`src/rtl/cc_pkg.sv`:
```
// Shared types and constants for the class-ranking result transmitter.
package cc_pkg;
    localparam int NUM_STU = 7;
    localparam int ID_W    = 3;
    localparam int BEAT_W  = 4;
    localparam int HDR_BIT = 3;

    typedef enum logic [1:0] {IDLE, HEAD, BODY, TAIL} state_t;
    typedef logic [ID_W-1:0] id_t;

    function automatic logic [BEAT_W-1:0] mk_beat(input logic hdr, input id_t v);
        logic [BEAT_W-1:0] b;
        b                = '0;
        b[ID_W-1:0]      = v;
        b[HDR_BIT]       = hdr;
        return b;
    endfunction
endpackage

```
`src/rtl/cc_perm_check.sv`:
```
// Checks that seven student IDs form a permutation of 0..6.
// Latency: combinational, zero cycles.
// Backpressure: none, pure function of its inputs.
module cc_perm_check
    import cc_pkg::*;
(
    input  id_t [NUM_STU-1:0] ids,
    output logic              ok
);
    logic [NUM_STU-1:0] seen;
    logic               any7;

    always_comb begin
        seen = '0;
        any7 = 1'b0;
        for (int i = 0; i < NUM_STU; i++) begin
            // An ID of 7 shifts out of the 7-bit vector, so it also flags separately.
            seen = seen | (7'b1 << ids[i]);
            if (ids[i] == 3'd7) any7 = 1'b1;
        end
        ok = (seen == 7'h7F) && !any7;
    end
endmodule

```
`src/rtl/cc_rank_tx.sv`:
```
// Captures one ranking result and streams it as header, IDs, XOR trailer beats.
// Latency: header valid one cycle after capture; one beat per cycle when unstalled.
// Backpressure: out_valid/out_data/out_last hold until out_ready; in_ready only in IDLE.
module cc_rank_tx
    import cc_pkg::*;
(
    input  logic              clk,
    input  logic              rst_n,
    input  logic              in_valid,
    output logic              in_ready,
    input  logic [ID_W-1:0]   s_id0,
    input  logic [ID_W-1:0]   s_id1,
    input  logic [ID_W-1:0]   s_id2,
    input  logic [ID_W-1:0]   s_id3,
    input  logic [ID_W-1:0]   s_id4,
    input  logic [ID_W-1:0]   s_id5,
    input  logic [ID_W-1:0]   s_id6,
    input  logic [2:0]        cnt,
    input  logic              mode,
    output logic              out_valid,
    input  logic              out_ready,
    output logic [BEAT_W-1:0] out_data,
    output logic              out_last,
    output logic              err
);
    state_t              state_q, state_d;
    id_t [NUM_STU-1:0]   ids_q, ids_d, ids_in;
    logic [2:0]          n_q, n_d;
    logic [2:0]          idx_q, idx_d, idx_nxt;
    id_t                 chk_q, chk_d;
    logic                vld_d, last_d, err_d;
    logic [BEAT_W-1:0]   data_d;
    logic                perm_ok, capture, hs;

    assign ids_in = {s_id6, s_id5, s_id4, s_id3, s_id2, s_id1, s_id0};

    cc_perm_check u_perm (
        .ids (ids_in),
        .ok  (perm_ok)
    );

    assign in_ready = (state_q == IDLE);
    assign capture  = in_valid && in_ready;
    assign hs       = out_valid && out_ready;
    assign idx_nxt  = idx_q + 3'd1;

    always_comb begin
        state_d = state_q;
        ids_d   = ids_q;
        n_d     = n_q;
        idx_d   = idx_q;
        chk_d   = chk_q;
        vld_d   = out_valid;
        data_d  = out_data;
        last_d  = out_last;
        err_d   = 1'b0;
        case (state_q)
            IDLE: begin
                if (capture) begin
                    if (perm_ok) begin
                        state_d = HEAD;
                        ids_d   = ids_in;
                        n_d     = mode ? cnt : 3'(NUM_STU);
                        idx_d   = '0;
                        chk_d   = '0;
                        vld_d   = 1'b1;
                        data_d  = mk_beat(1'b1, cnt);
                        last_d  = 1'b0;
                    end else begin
                        err_d   = 1'b1;
                    end
                end
            end
            HEAD: begin
                if (hs) begin
                    if (n_q != 3'd0) begin
                        state_d = BODY;
                        idx_d   = '0;
                        data_d  = mk_beat(1'b0, ids_q[0]);
                        chk_d   = ids_q[0];
                    end else begin
                        state_d = TAIL;
                        data_d  = mk_beat(1'b0, chk_q);
                        last_d  = 1'b1;
                    end
                end
            end
            BODY: begin
                if (hs) begin
                    // Checksum already includes the ID just accepted.
                    if (idx_q == n_q - 3'd1) begin
                        state_d = TAIL;
                        data_d  = mk_beat(1'b0, chk_q);
                        last_d  = 1'b1;
                    end else begin
                        idx_d   = idx_nxt;
                        data_d  = mk_beat(1'b0, ids_q[idx_nxt]);
                        chk_d   = chk_q ^ ids_q[idx_nxt];
                    end
                end
            end
            TAIL: begin
                if (hs) begin
                    state_d = IDLE;
                    vld_d   = 1'b0;
                    data_d  = '0;
                    last_d  = 1'b0;
                end
            end
            default: state_d = IDLE;
        endcase
    end

    always_ff @(posedge clk or negedge rst_n) begin
        if (!rst_n) begin
            state_q   <= IDLE;
            ids_q     <= '0;
            n_q       <= '0;
            idx_q     <= '0;
            chk_q     <= '0;
            out_valid <= 1'b0;
            out_data  <= '0;
            out_last  <= 1'b0;
            err       <= 1'b0;
        end else begin
            state_q   <= state_d;
            ids_q     <= ids_d;
            n_q       <= n_d;
            idx_q     <= idx_d;
            chk_q     <= chk_d;
            out_valid <= vld_d;
            out_data  <= data_d;
            out_last  <= last_d;
            err       <= err_d;
        end
    end
endmodule
```
`config.mk`:
```
export PLATFORM = sky130hd
export DESIGN_NAME = cc_rank_tx
export DESIGN_NICKNAME = d
export VERILOG_FILES = /design/src/rtl/cc_pkg.sv /design/src/rtl/cc_perm_check.sv /design/src/rtl/cc_rank_tx.sv
export SDC_FILE = /design/constraint.sdc
export NUM_CORES = 1
export LEC_CHECK = 0
export CORE_MARGIN = 10
export CORE_UTILIZATION = 56
export DETAILED_ROUTE_END_ITERATION = 10
export HOLD_SLACK_MARGIN = 0.03
export PLACE_DENSITY = 0.78
export SLEW_MARGIN = 0
export SYNTH_ARGS = -nofsm -noshare
export SYNTH_HDL_FRONTEND = slang
export SYNTH_SLANG_ARGS = --single-unit
```
`constraint.sdc`:
```
create_clock -name clk -period 2.8 [get_ports clk]
set_input_delay 0.28 -clock clk [delete_from_list [all_inputs] [get_ports clk]]
set_output_delay 0.28 -clock clk [all_outputs]
set_load 0.01 [all_outputs]
```
Word-level counts from Yosys, hierarchy flattened
Index checks and enable logic that the tools add are counted.
- flip-flop bits (word level): 39
- input bits: 29
- output and inout bits: 8
- logic and storage cells: 119
- add/sub/neg operators: 2
- magnitude comparators: 1
- equality and inequality tests: 21
- shift operators: 7
- muxes and demuxes: 52
- bitwise logic cells: 7
- reductions and logical operators: 14
- operators with widths (cell ; count):
    1-bit by 3-bit << shifter with 7-bit output, first input constant ; 7
    3-bit two-way mux ; 14
    7-bit bitwise OR ; 6
    3-bit equality test, second input constant ; 7
    1-bit two-way mux ; 20
    4-bit two-way mux ; 5
    3-bit one-hot mux with 3 select lines ; 2
    4-bit one-hot mux with 4 select lines ; 1
    2-bit != test, second input constant ; 7
    7-bit AND reduction ; 2
    2-bit two-way mux ; 6
    3-bit binary-select mux with 3-bit select ; 1
    2-bit one-hot mux with 4 select lines ; 1
    7-bit equality test, second input constant ; 1
    6-bit AND reduction ; 1
    3-bit nonzero test ; 2
    5-bit AND reduction ; 1
    2-bit equality test, second input constant ; 2
    3-bit by 4-bit < comparator with 1-bit output, second input constant ; 1
    2-bit by 1-bit != test with 1-bit output, second input constant ; 2
    1-bit one-hot mux with 4 select lines ; 1
    4-bit AND reduction ; 1
    3-bit by 1-bit adder with 3-bit output, second input constant ; 1
    3-bit equality test ; 1
    9 further kinds ; 11

Logic depth before layout (Yosys ltp)
Gate-level depths: netlist (run 1).
- depth in word-level cells: 13
- mapped depth: 9
- mapped depth without buffers: 9

Modules after synthesis
Synthesis (run 1) repeated with hierarchy kept, for this count alone.
- cell total of the unflattened synthesis: 286
- area total of the unflattened synthesis: 2830.2 um2
- modules (own cells, without submodules) (module ; times used ; cells an instance ; area an instance (um2) ; seq. area each (um2)):
    cc_rank_tx ; 1 ; 186 ; 2225.9 ; 975.9
    cc_perm_check ; 1 ; 100 ; 604.3 ; 0.0

Worst setup path before layout (run 1)
Ideal clock, no wire load.
- path type: in2reg
- start: input port s_id3[2]
- end: register ids_q[11] (netlist name)
- setup time: 0.125 ns
- arrival: 2.321 ns
- data required time: 2.675 ns
- path slack: 0.354 ns
- stages: 9
- buffers on the path: 2
- cell sequence: buf_2 > nor3b_1 > a211oi_1 > and3_1 > or4_4 > or2_4 > nor3_4 > buf_8 > mux2_4
- word-level cells in the longest chain between the ends: 8
- elaborated cells between the ends (all ways): 14
- those cells by class: eq/ne (2); shift (1); mux (4); bitwise (4); reduce/logical (3)
- RTL lines (item ; RTL line ; text):
    from (decl) ; cc_rank_tx.sv:14 ; input logic [ID_W-1:0] s_id3,
    1-bit by 3-bit << shifter with 7-bit output or 3-bit equality test (tied branches) ; cc_perm_check.sv:18, cc_perm_check.sv:19 ;
    7-bit bitwise OR or 1-bit two-way mux (tied branches) (4 in series) ; cc_perm_check.sv:18, cc_perm_check.sv:19 ;
    7-bit equality test or 1-bit logical NOT (tied branches) ; cc_perm_check.sv:21 ; ok = (seen == 7'h7F) && !any7;
    1-bit logical AND ; cc_perm_check.sv:21 ;
    3-bit AND reduction (no source line) ; - ;
    to (signal assigned) ; cc_rank_tx.sv:127 ; ids_q <= ids_d;
    to (decl) ; cc_rank_tx.sv:27 ; id_t [NUM_STU-1:0] ids_q, ids_d, ids_in;
Parallel ways exist; a longest one is shown, timed or not.
A chain may end at the register's enable or synchronous reset.

Worst setup path after layout (run 1)
- start: input port s_id3[0]
- end: register ids_q[18] (netlist name)
- word-level cells in the longest chain between the ends: 8
- elaborated cells between the ends (all ways): 14
- those cells by class: eq/ne (2); shift (1); mux (4); bitwise (4); reduce/logical (3)
- RTL lines (item ; RTL line):
    1-bit by 3-bit << shifter with 7-bit output or 3-bit equality test (tied branches) ; cc_perm_check.sv:18, cc_perm_check.sv:19
    7-bit bitwise OR or 1-bit two-way mux (tied branches) (4 in series) ; cc_perm_check.sv:18, cc_perm_check.sv:19
    7-bit equality test or 1-bit logical NOT (tied branches) ; cc_perm_check.sv:21
    1-bit logical AND (*) ; cc_perm_check.sv:21
    3-bit AND reduction (no source line) (*) ; -
Every way passes the cells marked *; elsewhere a longest branch is shown, timed or not.

==> results of run 1 <==
[how the worst max path moves through the flow]
stage | to | cells after the start | slack (ps) | startpoint
6_report | ids_q[18] | 10 | 180 | s_id3[0]
5_1_grt | ids_q[18] | 9 | 70 | s_id6[0]
4_1_cts | ids_q[18] | 9 | 180 | s_id3[2]
3_5_place_dp | ids_q[18] | 9 | -110 | s_id3[2]
3_3_place_gp | ids_q[18] | 9 | -80 | s_id5[1]
2_1_floorplan | ids_q[11] | 9 | 350 | s_id3[2]
[cells in the final DEF, fill, tap and decap left out, drive strengths merged, types with 6 or more instances in the layout]
cell / count
buf: 46
dfrtp: 39
clkdlybuf4s50: 35
nand2: 26
mux2: 24
nor2: 23
o21ai: 14
nor3: 13
inv: 12
nor3b: 12
nand3: 12
mux2i: 12
nand3b: 10
nand4: 8
ha: 8
clkbuf: 6
[worst register-to-register path, cell delays in order (launching register included)]
cell and delay [ps]:
dfrtp_1 450, ha_1 230, xor2_1 290, buf_4 250, mux2i_1 220, a211oi_1 140
a221oi_1 270, o21ai_0 170, a32o_1 280
[stage by stage]
stage	worst slack, ps	std cells	instance area (um^2)	util [%]
CTS	182	440	3590	71.1
global route	65.4	440	3590	71.1
global placement	-84.0	432	3500	69.5
floorplan	354	309	2880	-
detailed placement	-114	432	3500	69.5
finish	179	440	3590	71.1
[layer usage]
layer / routed length, um / vias up
met5: 0 / -
met4: 293 / 0
met3: 306 / 25
met2: 3760 / 78
met1: 3020 / 1185
li1: - / 1235
[power by group]
part | internal (mW) | total, mW | switching [mW]
Sequential | 0.696 | 0.805 | 0.109
Clock | 0.174 | 0.367 | 0.193
Combinational | 0.672 | 1.40 | 0.724
Total | 1.54 | 2.57 | 1.03
[cell type report]
| cell class | count | area (um^2) |
|---|---|---|
| timing repair buffer | 81 | 706 |
| sequential | 39 | 976 |
| inverter | 13 | 48.8 |
| clock inverter | 2 | 12.5 |
| clock buffer | 6 | 72.6 |
| multi-input combinational | 229 | 1680 |
| tap | 70 | 87.6 |
| fill | 404 | 1460 |
[state kept, by name, summed over array words and instances (netlist names)]
name       flops
err            1
out_data       4
state_q        2
idx_q          3
ids_q         21
n_q            3
chk_q          3
out_last       1
out_valid      1
[logic make-up (layout without fill, tap and decap cells)]
| logic type | Yosys count | after routing | share of synthesized area [%] |
|---|---|---|---|
| multiplexers | 36 | 36 | 15.9 |
| adder cells (fa/ha/maj) | 8 | 8 | 3.48 |
| flip-flops | 39 | 39 | 33.9 |
| buffers and inverters | 41 | 102 | 7.56 |
| AO/OA/AOI/OAI | 56 | 56 | 13.7 |
| XOR/XNOR | 4 | 4 | 1.74 |
| AND/OR/NAND/NOR | 125 | 125 | 23.7 |
==> impl_metrics.py, run 1 <==
metrics = {
    "cells_and_area": {
        "drive_gt1_share_pct": 21.9,
        "diodes": 0,
        "synthToLayoutAreaGrowth_pct": 24.7,
        "layout.nets": 406,
    },
    "critical_path": {
        "worstReg2RegEnd": "out_data[2]",
        "r2r_cells": 8,
        "critical_path_arrival_ps": 2800,
        "crit_type": "primary input to flop",
        "path_buf_inv": 3,
        "critical_path_required_ps": 2980,
        "r2r-start": "idx_q[1]",
        "cp_top_family": "simple AND/OR/NAND/NOR gates",
        "r2r_slack_ps": 390,
        "cp-end-kind": "flop",
        "slowest_delay_ps": 490,
        "cp-start-kind": "primary input",
        "crit_slowest_cell": "clkdlybuf4s50_1",
        "path_max_fanout": 19,
        "crit_chain": "clkdlybuf4s50_1 -> buf_4 -> nand2_1 -> o22ai_1 -> nor4_1 -> or4_4 -> or2_4 -> nor3_4 -> buf_12 -> mux2_2",
    },
    "power_and_ir_drop": {
        "leakagePower_nw": 1.58,
        "p_total_mw": 2.57,
        "vdd_drop_max_mv": 0.391,
        "p_per_area_nw_per_um2": 716,
    },
    "sta": {
        "max_freq_ghz": 0.382,
        "grt_setup_unrepaired": "no",
        "hold_viol_final": 0,
        "setup_viol": 0,
        "min_period_ps": 2620,
        "worst_slew_pin_slew_ps": 814,
        "finalCritPeriodShare_pct": 93.6,
        "holdWs_ps": 73.1,
        "maxSlewHeadroom_pct": 45.7,
        "skew_ps": 7.67,
        "setup_tns_ps": 0,
        "slew_violations": 0,
    },
    "clocking": {
        "htreeDepth": 2,
        "numCtsBuffers": 5,
        "cts_root_buf": "clkbuf_8",
        "cts_tree": "built",
        "clk_pin_slew_worst_paths_ps": 70,
        "cts_resized": 0,
        "clk_path_buf_depth": 2,
        "hold_buffers": 0,
        "clk_latency_ps": 300,
        "cts_setup_buffers": 0,
        "cts.sinks": 39,
    },
    "yosys": {
        "synthMostInstantiatedCell": "dfrtp_1",
        "ys_async_sr_fraction_pct": 100,
        "synth_top_area_share_pct": 33.9,
        "synth-seq-area-share_pct": 33.9,
        "synthDistinctLibCells": 53,
        "synth_area_leaders": "dfrtp_1, mux2_4, mux2i_1",
        "netlist_area_um2": 2880,
        "ys_seq_elements": 39,
        "synth_area_leader_cell": "dfrtp_1",
        "synth_warnings": 0,
        "synth_edf_count": 0,
        "synthTopCellsByCount": "dfrtp_1, nand2_1, nor2_1, buf_2, mux2_4",
        "synth_area_per_cell_um2": 9.31,
        "syn_inst": 309,
        "synth_top_flop_cell": "dfrtp_1",
        "mappedNetlistNets": 346,
    },
    "global_route": {
        "use_met3_pct": 3.18,
        "grt_util_met1_pct": 19.5,
        "grt_use_met2_pct": 32.3,
        "overflow": 0,
        "antenna_found_initial": 0,
        "grt_max_degree": 40,
        "grt-busiest-layer": "met2",
        "grtUsageTotal_pct": 17.8,
        "grt_pass1_vias": 2577,
        "grt_pass1_wl_um": 12400,
    },
    "detailed_routing": {
        "vias": 2523,
        "first_pass_iters": 4,
        "drtIter0Drc": 129,
        "wl_um": 7380,
        "drcViolationCount": 0,
        "detail_route.vias_per_cell": 5.73,
        "ant_nets": 0,
        "wire_per_inst_um": 16.8,
    },
    "floorplanning": {
        "coreArea_um2": 5040,
        "die-width_um": 91.7,
        "fp.dieH_um": 91.7,
        "num_rows": 26,
        "dieArea_um2": 8410,
        "start_util_pct": 57.1,
        "ioPinCount": 37,
    },
    "hold_path": {
        "hold_path.class": "primary input to asynchronous set/reset pin",
    },
    "place": {
        "port_buffers": 36,
        "hpwlAfterDp_um": 5990,
        "globalplace.congestion": 0.968,
    },
    "flow_run": {
        "maxCapViolations": 0,
    },
    "run_status": {
        "outcome": "finished clean",
    },
}
Note: power is estimated with default switching activity, not from simulation.
==> run 2: changes to the inputs <==
--- a/config.mk
+++ b/config.mk
@@ -7,9 +7,11 @@
 export LEC_CHECK = 0
 export CORE_MARGIN = 10
 export CORE_UTILIZATION = 56
+export CTS_CLUSTER_SIZE = 25
 export DETAILED_ROUTE_END_ITERATION = 10
 export HOLD_SLACK_MARGIN = 0.03
 export PLACE_DENSITY = 0.78
+export SETUP_SLACK_MARGIN = 0.2
 export SLEW_MARGIN = 0
 export SYNTH_ARGS = -nofsm -noshare
 export SYNTH_HDL_FRONTEND = slang
==> run 2 against run 1 <==
  * Die area unchanged
  * First-iteration DRC count rose by 24%
  * Critical path depth did not move
  * Combinational power about the same
  * Critical path type unchanged
  * Largest cell class unchanged
==> impl_metrics.py, run 2 (synthesized netlist as in run 1, its figures left out) <==
metrics = {
    "run_status": {
        "outcome": "finished clean",
    },
    "place": {
        "hpwlAfterDp_um": 5990,
        "globalplace.congestion": 0.968,
        "dp.cells": 432,
        "port_buffers": 36,
    },
    "detailed_routing": {
        "wl_um": 7740,
        "ant_nets": 0,
        "vias": 2591,
        "first_pass_iters": 5,
        "drtIter0Drc": 160,
        "wire_per_inst_um": 17.4,
        "drcViolationCount": 0,
        "detail_route.vias_per_cell": 5.81,
    },
    "power_and_ir_drop": {
        "p_per_area_nw_per_um2": 694,
        "vdd_drop_max_mv": 0.394,
        "leakagePower_nw": 1.68,
    },
    "cells_and_area": {
        "mostFrequentLayoutCell": "buf_4",
        "top_regs": "ids_q: 21 flops, out_data: 4 flops",
        "regMostFlops": "ids_q",
        "final_cell_mix": "buf_4, dfrtp_1, nand2_1",
        "finalCoreUtilization_pct": 73.6,
        "drive_gt1_share_pct": 25.5,
        "largest_reg_flops": 21,
        "final.fill_count": 395,
        "synthToLayoutAreaGrowth_pct": 29.0,
        "diodes": 0,
        "layout.nets": 412,
        "stdcell_count": 446,
    },
    "floorplanning": {
        "ioPinCount": 37,
        "start_util_pct": 57.1,
        "dieArea_um2": 8410,
        "fp.dieH_um": 91.7,
        "die-width_um": 91.7,
        "coreArea_um2": 5040,
        "num_rows": 26,
    },
    "critical_path": {
        "crit_type": "primary input to flop",
        "crit_chain": "dlygate4sd2_1 -> nor3b_1 -> buf_4 -> nor4_1 -> or4_4 -> or2_4 -> nor3_4 -> buf_6 -> bufbuf_16 -> mux2_4",
        "critical_path_required_ps": 2980,
        "cp-end-kind": "flop",
        "cp_top_family": "simple AND/OR/NAND/NOR gates",
        "crit_slowest_cell": "or4_4",
        "cp-start-kind": "primary input",
        "path_max_fanout": 5,
        "r2r_slack_ps": 370,
        "path_buf_inv": 4,
        "critical_path_arrival_ps": 2670,
        "slowest_delay_ps": 510,
    },
    "sta": {
        "hold_viol_final": 0,
        "maxSlewHeadroom_pct": 45.5,
        "grt_setup_unrepaired": "no",
        "slew_violations": 0,
        "skew_ps": 6.50,
        "min_period_ps": 2480,
        "finalCritPeriodShare_pct": 88.7,
        "max_freq_ghz": 0.403,
        "setup_viol": 0,
        "worst_slew_pin_slew_ps": 818,
    },
    "clocking": {
        "htreeDepth": 2,
        "cts_tree": "built",
        "cts.sinks": 39,
        "numCtsBuffers": 5,
        "clk_pin_slew_worst_paths_ps": 70,
        "cts_root_buf": "clkbuf_8",
        "clk_path_buf_depth": 2,
        "clk_latency_ps": 300,
        "hold_buffers": 0,
    },
    "flow_run": {
        "maxCapViolations": 0,
    },
    "global_route": {
        "antenna_found_initial": 0,
        "overflow": 0,
        "grt_pass1_vias": 2648,
        "grtUsageTotal_pct": 18.6,
        "grt_pass1_wl_um": 12800,
        "grt_max_degree": 40,
    },
    "hold_path": {
        "hold_path.class": "primary input to asynchronous set/reset pin",
    },
}
==> run 2: cell count changes in the layout (fill, tap and decap cells not counted), sizes merged <==
cell	change
dlygate4sd2	+21
clkdlybuf4s50	-21
bufbuf	+1
buf	+5
==> run 2: area by class of cell <==
class	count	area, um^2	area share [%]
Multi-Input combinational cell	229	1730	46.6
Sequential cell	39	976	26.3
Timing Repair Buffer	87	785	21.1
Tap cell	70	87.6	2.36
Clock buffer	6	72.6	1.95
Inverter	13	48.8	1.31
Clock inverter	2	12.5	0.337
==> run 2: per-stage QoR <==
step | instance area, um^2 | setup WS (ps) | setup TNS [ps] | hold WS (ps) | total power [mW]
3_5_place_dp | 3500 | -114 | -1820 | 434 | 2.20
3_3_place_gp | 3500 | -84.0 | -1100 | 427 | 2.16
2_1_floorplan | 2880 | 354 | 0 | -15.6 | 1.70
4_1_cts | 3710 | 327 | 0 | 113 | 2.57
6_report | 3710 | 318 | 0 | 73.1 | 2.58
5_1_grt | 3710 | 242 | 0 | 149 | 2.75
==> run 2: worst register-to-register path, cell delays in order, from the launching register on <==
cell,delay [ps]
dfrtp_1,450
ha_1,230
xor2_1,290
buf_4,250
mux2i_1,220
a211oi_1,140
a221oi_1,280
o21ai_0,180
a32o_1,280
==> run 2: timing repair <==
action	4_1_cts	5_1_grt
endpoints found under the setup margin	2	0
buffers inserted	4	0
endpoints found under the hold margin	0	0
resized for setup	35	0
==> run 2: final timing paths <==
path | start | end | cells after the start
worst max register to register | idx_q[1] | out_data[2] | 8
worst min register to register | out_data[1] | out_data[1] | 1
worst min-delay path | rst_n | out_data[2] | 1
worst max-delay path | s_id6[2] | ids_q[6] | 10
max in group asynchronous | rst_n | ids_q[11] | 1
min in group clk | out_data[1] | out_data[1] | 1
==> run 2: layer usage <==
layer  global-route usage (%)  vias to the layer above  share of wire, %
met4                     9.01                        0               3.8
met1                     19.9                     1224                40
met2                     34.4                       93                52
met3                     3.10                       27               4.3
met5                        0                        -                 0
li1                         -                     1247                 -
==> run 2: power by group <==
| group | internal (mW) | leakage, nW | switching (mW) |
|---|---|---|---|
| Clock | 0.174 | 0.0412 | 0.197 |
| Sequential | 0.696 | 0.516 | 0.110 |
| Combinational | 0.668 | 1.12 | 0.732 |
| Total | 1.54 | 1.68 | 1.04 |
==> run 3: changes to the inputs <==
--- a/config.mk
+++ b/config.mk
@@ -9,7 +9,7 @@
 export CORE_UTILIZATION = 56
 export CTS_CLUSTER_SIZE = 25
 export DETAILED_ROUTE_END_ITERATION = 10
-export HOLD_SLACK_MARGIN = 0.03
+export HOLD_SLACK_MARGIN = 0.1
 export PLACE_DENSITY = 0.78
 export SETUP_SLACK_MARGIN = 0.2
 export SLEW_MARGIN = 0
==> constraint.sdc (replaced) <==
create_clock -name clk -period 2.36 [get_ports clk]
set_input_delay 0.236 -clock clk [delete_from_list [all_inputs] [get_ports clk]]
set_output_delay 0.236 -clock clk [all_outputs]
set_load 0.01 [all_outputs]
==> run 3 against run 2 <==
  * Sequential power is 19% higher
  * Flip-flop and latch count did not move
  * Count of clock-buffer cells in the layout is the same
  * Global-route usage up 1.5 points
  * Highest routed layer unchanged
==> impl_metrics.py, run 3 (synthesized netlist as in run 1, its figures left out) <==
metrics = {
    "cells_and_area": {
        "synthToLayoutAreaGrowth_pct": 39.5,
        "multi_input_area_um2": 1830,
        "regMostFlops": "ids_q",
        "layout.nets": 430,
        "mostFrequentLayoutCell": "buf_4",
        "top_regs": "ids_q: 21 flops, out_data: 4 flops",
        "drive_gt1_share_pct": 37.6,
        "diodes": 0,
        "register_area_um2": 976,
        "largest_reg_flops": 21,
        "final.fill_count": 320,
        "finalCoreUtilization_pct": 79.6,
        "stdcell_area_um2": 4020,
        "final_cell_mix": "buf_4, dfrtp_1, nand2_1",
    },
    "sta": {
        "max_freq_ghz": 0.446,
        "finalWorstSetupSlack_ps": 117,
        "setup_tns_ps": 0,
        "grt_setup_unrepaired": "yes",
        "hold_viol_final": 0,
        "setup_viol": 0,
        "finalCritPeriodShare_pct": 95.0,
        "slew_violations": 0,
        "maxSlewHeadroom_pct": 43.1,
        "worst_slew_pin_slew_ps": 853,
        "min_period_ps": 2240,
        "skew_ps": 10.5,
    },
    "detailed_routing": {
        "ant_nets": 0,
        "vias": 2770,
        "first_pass_iters": 4,
        "drcViolationCount": 0,
        "wl_um": 8890,
        "detail_route.vias_per_cell": 5.97,
        "drtIter0Drc": 188,
        "wire_per_inst_um": 19.2,
    },
    "critical_path": {
        "r2r_slack_ps": 180,
        "r2r-start": "idx_q[0]",
        "cp_top_family": "simple AND/OR/NAND/NOR gates",
        "crit_slowest_cell": "or4_4",
        "path_max_fanout": 6,
        "cp-start-kind": "primary input",
        "worstReg2RegEnd": "out_data[1]",
        "slowest_delay_ps": 480,
        "critical_path_required_ps": 2550,
        "crit_chain": "buf_4 -> nor3b_4 -> a211oi_1 -> and3_1 -> or4_4 -> or2_4 -> nor3_4 -> buf_6 -> buf_12 -> buf_12 -> mux2_2",
        "r2r_cells": 10,
        "cp-end-kind": "flop",
        "path_buf_inv": 4,
        "critical_path_arrival_ps": 2440,
        "crit_type": "primary input to flop",
        "worst_path_most_repeated_cell": "buf_12",
    },
    "place": {
        "hpwlAfterDp_um": 6130,
        "globalplace.congestion": 0.898,
        "dp_slack_ps": -545,
        "dpl_cell_area_um2": 3600,
        "port_buffers": 36,
    },
    "floorplanning": {
        "dieArea_um2": 8410,
        "fp.dieH_um": 91.7,
        "ioPinCount": 37,
        "num_rows": 26,
        "coreArea_um2": 5040,
        "start_util_pct": 57.1,
        "die-width_um": 91.7,
    },
    "clocking": {
        "numCtsBuffers": 5,
        "htreeDepth": 2,
        "cts_root_buf": "clkbuf_8",
        "clk_latency_ps": 300,
        "cts.sinks": 39,
        "clk_pin_slew_worst_paths_ps": 80,
        "cts_tree": "built",
        "clk_path_buf_depth": 2,
    },
    "global_route": {
        "antenna_found_initial": 0,
        "overflow": 0,
        "grtUsageTotal_pct": 20.0,
        "grt_max_degree": 40,
        "grt_pass1_vias": 2789,
        "grt-busiest-layer": "met2",
        "grt_pass1_wl_um": 13700,
        "grt_util_met1_pct": 20.0,
        "grt_use_met2_pct": 37.6,
        "use_met3_pct": 3.50,
    },
    "power_and_ir_drop": {
        "p_per_area_nw_per_um2": 922,
        "leakagePower_nw": 1.81,
        "vdd_drop_max_mv": 0.502,
        "p_total_mw": 3.70,
    },
    "flow_run": {
        "maxCapViolations": 0,
    },
    "hold_path": {
        "hold_start": "s_id5[2]",
        "hold_path.class": "primary input to flop",
        "min_path_cells": 3,
        "holdPathEnd": "ids_q[17]",
    },
    "run_status": {
        "outcome": "finished clean",
    },
}
## run 3: how the worst max path moves through the flow
stage | from | endpoint | slack (ps) | depth (start not counted)
CTS | s_id0[1] | ids_q[18] | 140 | 11
finish | s_id6[2] | ids_q[0] | 120 | 11
global placement | s_id0[0] | ids_q[0] | -520 | 9
global route | s_id5[2] | ids_q[0] | 80 | 11
detailed placement | s_id0[0] | ids_q[1] | -550 | 9
floorplan | s_id5[2] | ids_q[11] | 20 | 9
## run 3: where the power goes
group / switching (mW) / internal (mW)
Combinational: 1.04 / 1.04
Sequential: 0.135 / 0.827
Clock: 0.242 / 0.423
Total: 1.41 / 2.29
## run 3: cell type report
| type | count | area share [%] |
|---|---|---|
| clock buffer | 6 | 1.81 |
| clock inverter | 2 | 1.50 |
| multi-input combinational | 229 | 45.7 |
| timing repair buffer | 105 | 23.3 |
| inverter | 13 | 1.22 |
| sequential | 39 | 24.3 |
| tap | 70 | 2.18 |
## run 3: repair_timing
action,4_1_cts,5_1_grt
resized for setup,115,37
pin swaps,15,16
setup endpoints to repair,39,34
endpoints found under the hold margin,39,0
setup buffers,10,4
hold buffers,1,0
gates cloned,2,0
## run 3: tightest hold or removal path: stages
cell and delay, ps:
buf_8 80, buf_4 110, mux2_4 130
## run 3: per-stage QoR
step	hold WS, ps	std cells
3_5_place_dp	388	439
5_1_grt	288	464
4_1_cts	307	460
6_report	286	464
3_3_place_gp	376	439
2_1_floorplan	-59.6	309
## run 3: metal layers
metal | vias up | share of wire [%]
met5 | - | 0
met4 | 0 | 5.1
met3 | 40 | 4.9
met2 | 124 | 51
met1 | 1322 | 39
li1 | 1284 | -
